<file path="config.mk">
export PLATFORM = sky130hd
export DESIGN_NAME = div
export DESIGN_NICKNAME = d
export VERILOG_FILES = /design/src/rtl/div.sv
export SDC_FILE = /design/constraint.sdc
export NUM_CORES = 1
export LEC_CHECK = 0
export ABC_AREA = 1
export CAP_MARGIN = 25
export CORE_MARGIN = 2
export CORE_UTILIZATION = 35
export CTS_BUF_LIST = sky130_fd_sc_hd__clkbuf_4
export DETAILED_ROUTE_END_ITERATION = 7
export SYNTH_ARGS = -nofsm -noshare
export SYNTH_HDL_FRONTEND = slang
export SYNTH_SLANG_ARGS = --single-unit
export TNS_END_PERCENT = 20
</file>
<file path="constraint.sdc">
create_clock -name clk -period 2.6 [get_ports clk]
set_clock_uncertainty 0.05 [all_clocks]
set_input_delay 0.52 -clock clk [delete_from_list [all_inputs] [get_ports clk]]
set_output_delay 0.52 -clock clk [all_outputs]
set_load 0.03 [all_outputs]
</file>
<file path="src/rtl/div.sv">
// div: sequential unsigned restoring divider, one quotient bit per clock.
// Dividend is 2*WIDTH bits; divisor, quotient and remainder are WIDTH bits.
// Ports:
//   clk, rst (async, active low)
//   data_dividend, data_divisor : operands, sampled at the capture edge
//   ctrl_enable : level request, held until ctrl_done
//   data_quotient, data_remainder : registered result
//   ctrl_done : result valid
//   ctrl_overflow : quotient too wide, or divide by zero
module div #(
   parameter int WIDTH = 32
) (
   input  logic                 clk,
   input  logic                 rst,
   input  logic [2*WIDTH-1:0]   data_dividend,
   input  logic [WIDTH-1:0]     data_divisor,
   input  logic                 ctrl_enable,
   output logic [WIDTH-1:0]     data_quotient,
   output logic [WIDTH-1:0]     data_remainder,
   output logic                 ctrl_done,
   output logic                 ctrl_overflow
);

   localparam int CW = $clog2(WIDTH) + 1;

   typedef enum logic [1:0] {
      IDLE,
      RUN,
      DONE
   } state_t;

   state_t            state, state_n;
   // R < divisor at every iteration start, so W bits hold it
   logic [WIDTH-1:0]  r, r_n;
   logic [WIDTH-1:0]  q, q_n;
   logic [WIDTH-1:0]  dvs, dvs_n;
   logic [CW-1:0]     cnt, cnt_n;
   logic [WIDTH-1:0]  quot_n, rem_n;
   logic              done_n, ovf_n;

   logic [WIDTH-1:0]  hi;
   logic [WIDTH:0]    r_sh;
   logic [WIDTH-1:0]  r_sub;
   logic              fits;
   logic [WIDTH-1:0]  r_new, q_new;
   logic              last;

   assign hi    = data_dividend[2*WIDTH-1:WIDTH];
   assign r_sh  = {r, q[WIDTH-1]};
   assign fits  = r_sh >= {1'b0, dvs};
   // result is < divisor, so the W-bit wrap is exact
   assign r_sub = r_sh[WIDTH-1:0] - dvs;
   assign r_new = fits ? r_sub : r_sh[WIDTH-1:0];
   assign q_new = {q[WIDTH-2:0], fits};
   assign last  = (cnt == CW'(WIDTH - 1));

   always_ff @(posedge clk or negedge rst) begin
      if (!rst) begin
         state          <= IDLE;
         r              <= '0;
         q              <= '0;
         dvs            <= '0;
         cnt            <= '0;
         data_quotient  <= '0;
         data_remainder <= '0;
         ctrl_done      <= 1'b0;
         ctrl_overflow  <= 1'b0;
      end else begin
         state          <= state_n;
         r              <= r_n;
         q              <= q_n;
         dvs            <= dvs_n;
         cnt            <= cnt_n;
         data_quotient  <= quot_n;
         data_remainder <= rem_n;
         ctrl_done      <= done_n;
         ctrl_overflow  <= ovf_n;
      end
   end

   always_comb begin
      state_n = state;
      r_n     = r;
      q_n     = q;
      dvs_n   = dvs;
      cnt_n   = cnt;
      quot_n  = data_quotient;
      rem_n   = data_remainder;
      done_n  = ctrl_done;
      ovf_n   = ctrl_overflow;
      unique case (state)
         IDLE: begin
            if (ctrl_enable) begin
               if (hi >= data_divisor) begin
                  // covers divisor == 0 as well
                  state_n = DONE;
                  quot_n  = '1;
                  rem_n   = '0;
                  ovf_n   = 1'b1;
                  done_n  = 1'b1;
               end else begin
                  state_n = RUN;
                  r_n     = hi;
                  q_n     = data_dividend[WIDTH-1:0];
                  dvs_n   = data_divisor;
                  cnt_n   = '0;
               end
            end
         end
         RUN: begin
            if (!ctrl_enable) begin
               state_n = IDLE;
            end else begin
               r_n   = r_new;
               q_n   = q_new;
               cnt_n = cnt + 1'b1;
               if (last) begin
                  state_n = DONE;
                  quot_n  = q_new;
                  rem_n   = r_new;
                  ovf_n   = 1'b0;
                  done_n  = 1'b1;
               end
            end
         end
         DONE: begin
            if (!ctrl_enable) begin
               state_n = IDLE;
               done_n  = 1'b0;
               ovf_n   = 1'b0;
            end
         end
         default: state_n = IDLE;
      endcase
   end

endmodule
</file>
======== Word level (Yosys, flattened, before mapping) ========
Index checks and enable logic that the tools add are counted.
word-level totals
  bits in registers ....................... 170
  logic and storage cells ................. 70
  output and inout port bits .............. 66
  input bits .............................. 99
operators by class
  $add $sub $neg .......................... 2
  equality and inequality tests ........... 10
  reductions and logical operators ........ 8
  bitwise operators ....................... 1
  muxes and demuxes ....................... 38
  order comparisons ....................... 2
operators with widths
  operator               number
  $mux W32               15
  $pmux W32 S2           4
  $ge A33 B32 Y1         1
  $ge A32 B32 Y1         1
  $sub A32 B32 Y32       1
  $mux W6                3
  $ne A2 B2 Y1 const B   6
  $pmux W6 S2            1
  $mux W2                5
  $mux W1                7
  $add A6 B1 Y6 const B  1
  $eq A6 B5 Y1 const B   1
  $pmux W1 S3            2
  $pmux W2 S3            1
  $reduce_and A3 Y1      2
  $reduce_and A6 Y1      1
  $reduce_and A5 Y1      1
  $reduce_and A4 Y1      1
  $ne A3 B3 Y1 const B   1
  $reduce_bool A3 Y1     1
  $eq A2 B1 Y1 const B   1
  $eq A2 B2 Y1 const B   1
  $logic_not A2 Y1       1
  $reduce_bool A2 Y1     1
  $not A1 Y1             1

======== Logic depth before layout (Yosys ltp) ========
Gate-level depths: netlist of run 1.
  depth after elaboration ................. 5
  mapped depth ............................ 19
  gate-level depth less buffers ........... 18

======== Worst setup path after synthesis of run 1 ========
No wires, ideal clock.
  path kind ............................... in2reg
  start ................................... in data_divisor[23]
  end ..................................... reg r[25]
  data required time ...................... 2.432 ns
  path slack .............................. 0.343 ns
  stages on the path ...................... 12
  arrival time ............................ 2.090 ns
  library setup time ...................... 0.118 ns
  path through ............................ inv_1 ha_1 a21oi_1 o21a_1 nand2_1 a21oi_1 nand3_1 nand2_2 clkbuf_1 nand3_1 nor2_1 nor2_2
between the ends
  word-level cells in the longest chain between the ends .. 3
RTL lines
  item                                line  RTL
  start, declared                     16    input logic [WIDTH-1:0] data_divisor,
  $ge A32 B32 Y1                      94    if (hi >= data_divisor) begin
  $ne A2 B2 Y1 (no source line)       n/a
  $reduce_and A4 Y1 (no source line)  n/a
  end signal, assigned                70    r <= r_n;
  end, declared                       34    logic [WIDTH-1:0] r, r_n;
No other way between the ends.
A chain may end at the register's enable or synchronous reset.

======== Worst setup path in the final report of run 1 ========
  start ................................... in data_divisor[27]
  end ..................................... reg data_remainder[11]
between the ends
  word-level cells in the longest chain between the ends .. 3
RTL lines
  item                                line  RTL
  $ge A32 B32 Y1                      94
  $ne A2 B2 Y1 (no source line)       n/a
  $reduce_and A5 Y1 (no source line)  n/a
  end signal, assigned                75    data_remainder <= rem_n;
  end, declared                       19    output logic [WIDTH-1:0] data_remainder,
No other way between the ends.

==> flow_summary.yaml, run 1 <==
power:
  seqPwrFrac_pct: 23.4
  power_density_mw_per_mm2: 1328
  swShare_pct: 52.46
  leakage_nw: 7.625
  pwr-share-comb_pct: 67.9
  p_sw_mw: 10.37
  vdd_drop_max_uv: 602.2
  power_frac_clock_pct: 8.7
  p_int_mw: 9.402
global_route:
  grt_overflow: 0
  grt_usage_pct: 21.10
  grt_max_degree: 82
  grt_pass1_wl_um: 57540
  antenna_found_initial: 1
  grt_pass1_vias: 11260
drt:
  vias: 11160
  route.detailed.drc: 0
  drt_iter0_markers: 613
  wire_per_inst_um: 15.09
  wl_met1_um: 16480
  wl_met2_um: 16190
  dr.max_layer_used: "met4"
  ant_nets: 0
  routed_wirelength_um: 35120
  drt_pre_antenna_iters: 5
  dr_wl_met3_um: 1886
  vias_per_cell: 4.794
synthesis:
  synth.top_cells.by_area: "dfrtp_1 (37%), nand2_1 (18%), ha_1 (7.5%)"
  synth_seq_cells: 170
  ys_seq_area_share_pct: 37.06
  yosysTopAreaCell: "dfrtp_1"
  syn_inst: 1642
  yosysWarningCount: 0
  syn_nets: 1811
  syn_avg_cell_area_um2: 6.991
  netlist_area_mm2: 0.01148
  synth_top_area_share_pct: 37.06
  ys_types: 40
setup_path:
  cp-end-kind: "flip-flop"
  start_kind: "input pin"
  path_depth: 15
  path_cells: "clkdlybuf4s50_1, inv_1, ha_1, a21oi_1, o21ai_1, nand2_1, nand2_1, a21oi_1, buf_4, nand4_2, nand3_4, inv_1, buf_12, nand2_1, nand2_1"
  crit_fanout: 22
  worstPathRequired_ps: 3050
  startpoint: "data_divisor[27]"
  reg2reg_to: "r[3]"
  critPathTopFamily: "buffers and inverters"
  reg2reg_slack_ps: 110
  r2r-start: "r[15]"
  critPathSlowestCell: "clkdlybuf4s50_1"
  crit_arrival_ps: 2950
  critical_path_class: "input pin to flip-flop"
  rr_worst_depth: 14
  slowest_delay_ps: 460
  cp_common_cell: "nand2_1"
  crit_buf_inv: 5
cts:
  clkLatencyLatePin_ps: 610
  cts_inserted_buffers: 17
  h-tree-depth: 4
  clock_sinks: 170
  clk_path_buf_depth: 2
  cts_tree: "done"
  cts_root_buf: "clkbuf_4"
  path_clk_slew_ps: 160
die:
  num_rows: 66
  die_w_um: 185.1
  die_y_um: 185.1
  coreArea_mm2: 0.03245
  dieArea_mm2: 0.03426
  start_util_pct: 35.37
  num_io_pins: 165
hold_path:
  holdCritPathClass: "input pin to asynchronous set/reset pin"
sta:
  finalHoldViolations: 0
  final.setup.worst_slack_ps: 95.65
  fmax_mhz: 399.3
  setup_viol: 0
  tightestPinTransition_ps: 471.9
  setup_tns_ps: 0
  fin_crit_ps: 2504
  finalCritPeriodShare_pct: 96.32
  maxSlewHeadroom_pct: 68.35
  slew_viol_final: 0
  rsz0062_at_grt: "true"
job:
  max_cap_viol_count: 0
cells_and_area:
  final_layout_size_suffix_gt1_share_pct: 13.43
  area_delta_synth_final_pct: 29.69
  nNetsFinal: 2040
outcome:
  outcome: "finished, final reports clean"
placed_design:
  numPortBuffers: 164
  gp_congestion: 0.9058
  dp_slack_ps: -538.8
  dpl.hpwl_um: 26840
-- placed cells by master (no fill, tap or decap), drive strengths merged --
cell type / Yosys / final
ha: 69 / 69
buf: 34 / 107
clkbuf: 28 / 17
mux2i: 1 / 1
a31oi: 1 / 1
dfrtp: 170 / 170
inv: 215 / 223
clkinv: 0 / 4
nand4: 46 / 46
nor3: 8 / 8
bufinv: 0 / 2
a21oi: 34 / 34
clkdlybuf4s50: 0 / 163
nor2: 195 / 195
o21ai: 103 / 103
o21a: 2 / 2
a21o: 3 / 3
fa: 1 / 1
xnor2: 1 / 1
a211oi: 1 / 1
nand2: 564 / 565
diode: 0 / 2
and2: 10 / 10
xor2: 14 / 14
clkinvlp: 0 / 1
nand3b: 6 / 6
or2: 1 / 1
dlygate4sd3: 0 / 1
o21bai: 31 / 31
nand3: 104 / 104
-- power by group through the flow --
| stage | registers, mW | clock network, mW | logic [mW] |
|---|---|---|---|
| final | 4.63 | 1.71 | 13.4 |
| after global routing | 4.77 | 1.85 | 15.1 |
| after CTS | 4.59 | 1.77 | 12.9 |
| after detailed placement | 4.63 | 0 | 12.9 |
| after global placement | 4.61 | 0 | 12.7 |
| after floorplan | 5.26 | 0 | 8.09 |
-- routing by layer --
metal,vias to the layer above,track usage [%]
li1,5623,-
met1,5256,27.86
met2,237,34.95
met3,45,5.014
met4,0,4.952
met5,-,0
-- cells in the mapped netlist, drive strengths merged --
master  number
a211oi       1
a21o         3
a21oi       34
a31oi        1
and2        10
buf         34
clkbuf      28
dfrtp      170
fa           1
ha          69
inv        215
mux2i        1
nand2      564
nand3      104
nand3b       6
nand4       46
nor2       195
nor3         8
o21a         2
o21ai      103
o21bai      31
or2          1
xnor2        1
xor2        14
-- state kept, by name, indices dropped and copies added (netlist names) --
| register | count |
|---|---|
| r | 32 |
| cnt | 6 |
| dvs | 32 |
| ctrl_done | 1 |
| q | 32 |
| data_quotient | 32 |
| data_remainder | 32 |
| state | 2 |
| ctrl_overflow | 1 |
-- per-stage QoR --
step                instances  cell area, µm²  hold slack, ps  util [%]  total power, mW
finish                   2328           14890           254.1     45.87            19.78
detailed placement       2288           14320           353.2     44.13            17.51
CTS                      2321           14640           217.7     45.11            19.30
floorplan                1642           11480           174.4         -            13.35
global placement         2288           14320           349.9     44.13            17.34
global route             2328           14890           223.8     45.87            21.69
-- final cells by class --
class,instances,area (µm²)
antenna,2,5.005
clock buffer,17,127.6
clock inverter,15,181.4
fill,3286,17570
inverter,215,807.0
multi-input combinational,1196,6337
sequential,170,4254
tap,442,553.0
timing repair buffer,271,2623
-- logic make-up after synthesis --
group / Yosys count / share of synthesized area [%]
compound gates: 175 / 8.512
xor+xnor: 15 / 1.144
fa+ha+maj: 70 / 7.695
buf+inv: 277 / 9.755
flops: 170 / 37.06
mux: 1 / 0.08720
simple gates: 934 / 35.75
-- worst register-to-register path, stage by stage (launching register included) --
cell and delay (ps):
dfrtp_1 460, ha_4 310, nand2_1 130, nor2_2 170
nand2_1 80, nor2_1 160, nand2_1 100, nand2_1 120
nor2_4 60, buf_4 140, buf_12 160, nand4_1 140
nand2_1 100, nor2_1 150, nor2_2 50
-- what timing repair did --
action / CTS / global route
hold buffers: 1 / 0
endpoints found under the hold margin: 47 / 0
endpoints found under the setup margin: 0 / 59
gates resized for setup: 0 / 46
setup buffers: 0 / 4
-- worst max-delay path by stage --
stage,end,slack (ps)
global route,data_remainder[14],-30
CTS,r[30],2
finish,data_remainder[11],100
detailed placement,data_remainder[9],-540
global placement,data_remainder[1],-520
floorplan,r[25],340
(Power assumes the default switching activity.)
==> run 2: changes to the inputs <==
--- a/config.mk
+++ b/config.mk
@@ -11,6 +11,7 @@
 export CORE_UTILIZATION = 35
 export CTS_BUF_LIST = sky130_fd_sc_hd__clkbuf_4
 export DETAILED_ROUTE_END_ITERATION = 7
+export RECOVER_POWER = 100
 export SYNTH_ARGS = -nofsm -noshare
 export SYNTH_HDL_FRONTEND = slang
 export SYNTH_SLANG_ARGS = --single-unit
==> run 2 against run 1 <==
Net effect: clock power about the same; hold slack better by 180 ps; sequential power is essentially flat; routed wire length about the same; critical path depth unchanged; largest cell class unchanged; core utilization is 0.20 points lower; global-route usage unchanged; final area shrank 0.45%.
==> flow_summary.yaml, run 2 (same netlist as run 1, synthesis figures left out) <==
cells_and_area:
  final_layout_size_suffix_gt1_share_pct: 13.27
  regArea_mm2: 0.004254
  area_delta_synth_final_pct: 29.11
  nNetsFinal: 2040
  fill_cells: 3297
  final_common_cell: "nand2_1"
  multi_input_area_mm2: 0.006332
  stdcell_count: 2328
  final_cell_mix: "nand2_1 (553), inv_1 (211), dfrtp_1 (170)"
sta:
  maxSlewHeadroom_pct: 4.207
  setup_viol: 0
  fmax_mhz: 396.9
  finalHoldViolations: 0
  tightestPinTransition_ps: 1437
  fin_crit_ps: 2520
  rsz0062_at_grt: "true"
  slew_viol_final: 0
  setup_tns_ps: 0
  finalCritPeriodShare_pct: 96.92
cts:
  h-tree-depth: 4
  cts_root_buf: "clkbuf_4"
  cts_inserted_buffers: 17
  clkLatencyLatePin_ps: 610
  cts_tree: "done"
  clk_path_buf_depth: 2
  path_clk_slew_ps: 160
  clock_sinks: 170
global_route:
  grt_usage_pct: 21.10
  grt_pass1_wl_um: 57540
  grt_pass1_vias: 11260
  grt_overflow: 0
  grt_max_degree: 82
  antenna_found_initial: 1
die:
  num_rows: 66
  die_y_um: 185.1
  num_io_pins: 165
  coreArea_mm2: 0.03245
  dieArea_mm2: 0.03426
  die_w_um: 185.1
  start_util_pct: 35.37
drt:
  drt_iter0_markers: 600
  ant_nets: 0
  wire_per_inst_um: 15.08
  vias: 11120
  wl_met2_um: 16280
  routed_wirelength_um: 35110
  dr.max_layer_used: "met4"
  dr_wl_met3_um: 1888
  wl_met1_um: 16440
  drt_pre_antenna_iters: 5
  vias_per_cell: 4.775
  route.detailed.drc: 0
setup_path:
  critPathSlowestCell: "clkdlybuf4s50_1"
  cp-end-kind: "flip-flop"
  crit_fanout: 32
  crit_buf_inv: 5
  start_kind: "input pin"
  crit_arrival_ps: 2950
  cp_common_cell: "nand2_1"
  worstPathRequired_ps: 3030
  critical_path_class: "input pin to flip-flop"
  path_cells: "clkdlybuf4s50_1, inv_1, ha_1, a21oi_1, o21ai_1, nand2_1, nand2_1, a21oi_1, buf_4, nand4_2, inv_2, nand2_1, buf_6, nand2_1, o21ai_0"
  r2r-start: "r[21]"
  startpoint: "data_divisor[27]"
  slowest_delay_ps: 460
  critPathTopFamily: "buffers and inverters"
placed_design:
  gp_congestion: 0.9058
  numPortBuffers: 164
  dpl.hpwl_um: 26840
  dpl.cell_count: 2288
hold_path:
  holdCritStartpoint: "data_divisor[16]"
  holdCritPathClass: "input pin to flip-flop"
power:
  power_density_mw_per_mm2: 1319
  leakage_nw: 7.704
  power.total_mw: 19.55
  vdd_drop_max_uv: 589.5
outcome:
  outcome: "finished, final reports clean"
job:
  max_cap_viol_count: 0
run 2: changes by cell type in the layout (fill, tap and decap cells not counted), moves of 3 or more:
cell,change
buf_12,-5
buf_4,-3
clkbuf_4,+4
clkdlybuf4s50_1,-66
dlygate4sd3_1,+66
o21ai_0,+3
o21ai_1,-3
run 2: area by class of cell:
type | instances | area share [%]
Sequential cell | 170 | 28.70
Antenna cell | 2 | 0.03377
Clock buffer | 17 | 0.8610
Timing Repair Buffer | 271 | 17.28
Inverter | 215 | 5.445
Clock inverter | 15 | 1.224
Multi-Input combinational cell | 1196 | 42.72
Tap cell | 442 | 3.731
run 2: path summary, 6_finish.rpt:
check                               endpoint  slack (ps)  cells after the start
max                                  dvs[23]          80                     15
min                                  dvs[16]         430                      3
max reg2reg                             r[3]         120                     14
min reg2reg                    ctrl_overflow         440                      2
max in group asynchronous  data_quotient[29]         310                      3
min in group asynchronous            dvs[14]         700                      2
run 2: timing repair:
item	4_1_cts	5_1_grt
hold buffers	1	0
hold endpoints to repair	47	0
endpoints found under the setup margin	0	59
gates resized for setup	0	46
buffers inserted	0	4
run 2: layer usage:
layer,vias up,global-route usage (%)
li1,5620,-
met1,5242,27.86
met2,216,34.95
met3,38,5.014
met4,0,4.952
met5,-,0
run 2: where the power goes:
group / internal (mW) / switching (mW)
combinational: 4.77 / 8.45
clock: 0.613 / 1.11
sequential: 3.82 / 0.785
run 2: worst register-to-register path: stages, from the launching register on:
cell and delay, ps:
dfrtp_1 430, ha_2 400, nand2_1 130, nor2_2 130, nand2_1 80, nor2_1 160, nand2_1 100, nand2_1 110
nor2_4 60, buf_4 140, buf_12 170, nand4_1 130, nand2_1 100, nor2_1 150, nor2_2 50
run 2: metrics by stage:
| stage | util (%) | hold slack, ps | worst slack (ps) | cell area, µm² |
|---|---|---|---|---|
| after global placement | 44.13 | 349.9 | -521.7 | 14320 |
| after global routing | 45.67 | 431.3 | -32.93 | 14820 |
| after detailed placement | 44.13 | 353.2 | -538.8 | 14320 |
| after floorplan | - | 174.4 | 342.5 | 11480 |
| after CTS | 45.11 | 217.7 | 1.904 | 14640 |
| final | 45.67 | 434.8 | 80.21 | 14820 |
==> run 3: changes to the inputs <==
==> constraint.sdc (replaced) <==
create_clock -name clk -period 3 [get_ports clk]
set_clock_uncertainty 0.05 [all_clocks]
set_input_delay 0.6 -clock clk [delete_from_list [all_inputs] [get_ports clk]]
set_output_delay 0.6 -clock clk [all_outputs]
set_load 0.03 [all_outputs]
==> run 3 against run 2 <==
Net effect: the run now ends with capacitance limit, slew limit left; sequential power is 14% lower; non-clock buffer count is 46 lower; flip-flop and latch count stayed put; via count is 3.0% lower.
==> flow_summary.yaml, run 3 (same netlist as run 1, synthesis figures left out) <==
outcome:
  violations: "capacitance limit, slew limit"
  outcome: "finished, violations left"
drt:
  drt_pre_antenna_iters: 5
  vias: 10790
  routed_wirelength_um: 34360
  route.detailed.drc: 0
  drt_iter0_markers: 578
  vias_per_cell: 4.731
  wire_per_inst_um: 15.07
  ant_nets: 0
die:
  start_util_pct: 35.37
  num_io_pins: 165
  coreArea_mm2: 0.03245
  die_w_um: 185.1
  dieArea_mm2: 0.03426
  num_rows: 66
  die_y_um: 185.1
cells_and_area:
  nNetsFinal: 1993
  final_cell_mix: "nand2_1 (558), inv_1 (213), dfrtp_1 (170)"
  regArea_mm2: 0.004254
  stdcell_count: 2280
  multi_input_area_mm2: 0.006102
  final_area_mm2: 0.01421
  fill_cells: 3358
  area_delta_synth_final_pct: 23.83
  final_common_cell: "nand2_1"
  final_layout_size_suffix_gt1_share_pct: 8.819
setup_path:
  worstPathRequired_ps: 3440
  slowest_delay_ps: 450
  critical_path_class: "flip-flop to flip-flop"
  start_kind: "flip-flop"
  rr_worst_depth: 13
  path_cells: "ha_1, nand2_1, nor2_1, nand3_1, nand3_2, nand2_2, nand2_4, nand3_4, clkbuf_4, nand4_1, nand2_1, nor2_1, nor2_2"
  r2r-start: "r[5]"
  cp-end-kind: "flip-flop"
  reg2reg_to: "r[12]"
  crit_fanout: 21
  critPathSlowestCell: "dfrtp_1"
  reg2reg_slack_ps: 240
  startpoint: "r[5]"
  worstSetupEndpoint: "r[12]"
  crit_arrival_ps: 3210
placed_design:
  dpl.hpwl_um: 26550
  placed_cell_area_mm2: 0.01401
  numPortBuffers: 164
  gp_congestion: 0.9245
  dpl.cell_count: 2246
  dp_slack_ps: -257.8
cts:
  cts_resized: 0
  h-tree-depth: 4
  cts_tree: "done"
  path_clk_slew_ps: 170
  clkLatencyLatePin_ps: 610
  cts_inserted_buffers: 17
  clk_path_buf_depth: 2
  clock_sinks: 170
  cts_root_buf: "clkbuf_4"
global_route:
  grt_pass1_vias: 10720
  grt_max_degree: 104
  grt_pass1_wl_um: 56130
  grt_overflow: 0
  grt_usage_pct: 20.89
  antenna_found_initial: 1
sta:
  finalHoldViolations: 0
  fin_crit_ps: 2763
  tightestPinTransition_ps: 1735
  rsz0062_at_grt: "false"
  slew_viol_final: 65
  maxSlewHeadroom_pct: -15.67
  fmax_mhz: 361.9
  final.setup.worst_slack_ps: 237.0
  finalCritPeriodShare_pct: 92.10
  setup_viol: 0
  setup_tns_ps: 0
power:
  power.total_mw: 16.10
  vdd_drop_max_uv: 515.7
  leakage_nw: 7.448
  power_density_mw_per_mm2: 1133
job:
  max_cap_viol_count: 1
hold_path:
  holdCritPathClass: "flip-flop to flip-flop"
run 3: cell types whose count changed in the layout (fill, tap and decap cells not counted), moves of 6 or more:
cell     before  now
buf_4        88   43
nor2_1      155  165
ha_4          8    1
ha_1         53   68
nor2_2       38   29
nand3_2      31   25
ha_2          8    0
nand3_1      71   77
run 3: how the worst min path moves through the flow:
stage	cells past startpoint	startpoint	endpoint	slack, ps
floorplan	0	rst	cnt[0]	250
global placement	2	ctrl_done	ctrl_done	410
detailed placement	2	ctrl_done	ctrl_done	410
CTS	2	ctrl_done	ctrl_done	450
global route	2	ctrl_overflow	ctrl_overflow	470
finish	2	ctrl_done	ctrl_done	440
run 3: power breakdown:
group	internal [mW]	switching, mW	leakage (nW)
Combinational	3.68	7.05	5.21
Clock	0.445	0.954	0.145
Sequential	3.31	0.655	2.10
Total	7.44	8.66	7.45
run 3: metal layers:
layer,global-route usage [%],routed length (µm),up-vias
li1,-,-,5516
met1,28.63,16230,5032
met2,34.01,15800,217
met3,4.621,1944,21
met4,4.063,380,0
met5,0,0,-
run 3: per-stage QoR:
stage	utilization (%)	hold slack, ps
2_1_floorplan	-	254.4
3_3_place_gp	43.16	410.5
3_5_place_dp	43.16	413.4
4_1_cts	44.06	448.6
5_1_grt	43.80	468.9
6_report	43.80	438.3
run 3: area by class of cell:
cell class | instances | area share, %
timing repair buffer | 225 | 15.56
clock buffer | 17 | 0.8978
multi-input combinational | 1195 | 42.93
sequential | 170 | 29.93
clock inverter | 15 | 1.100
antenna | 1 | 0.01760
inverter | 215 | 5.677
tap | 442 | 3.890
run 3: what timing repair did:
item | 4_1_cts | 5_1_grt
buffers inserted | 0 | 0
endpoints found under the hold margin | 64 | 0
hold buffers | 1 | 0
run 3: worst max-delay path, delay by kind of cell (launching register included):
kind	cells	cell delay (ps)
and+or+nand+nor	11	1430
DFF	1	450
adders and majority gates	1	370
buffers and inverters	1	350
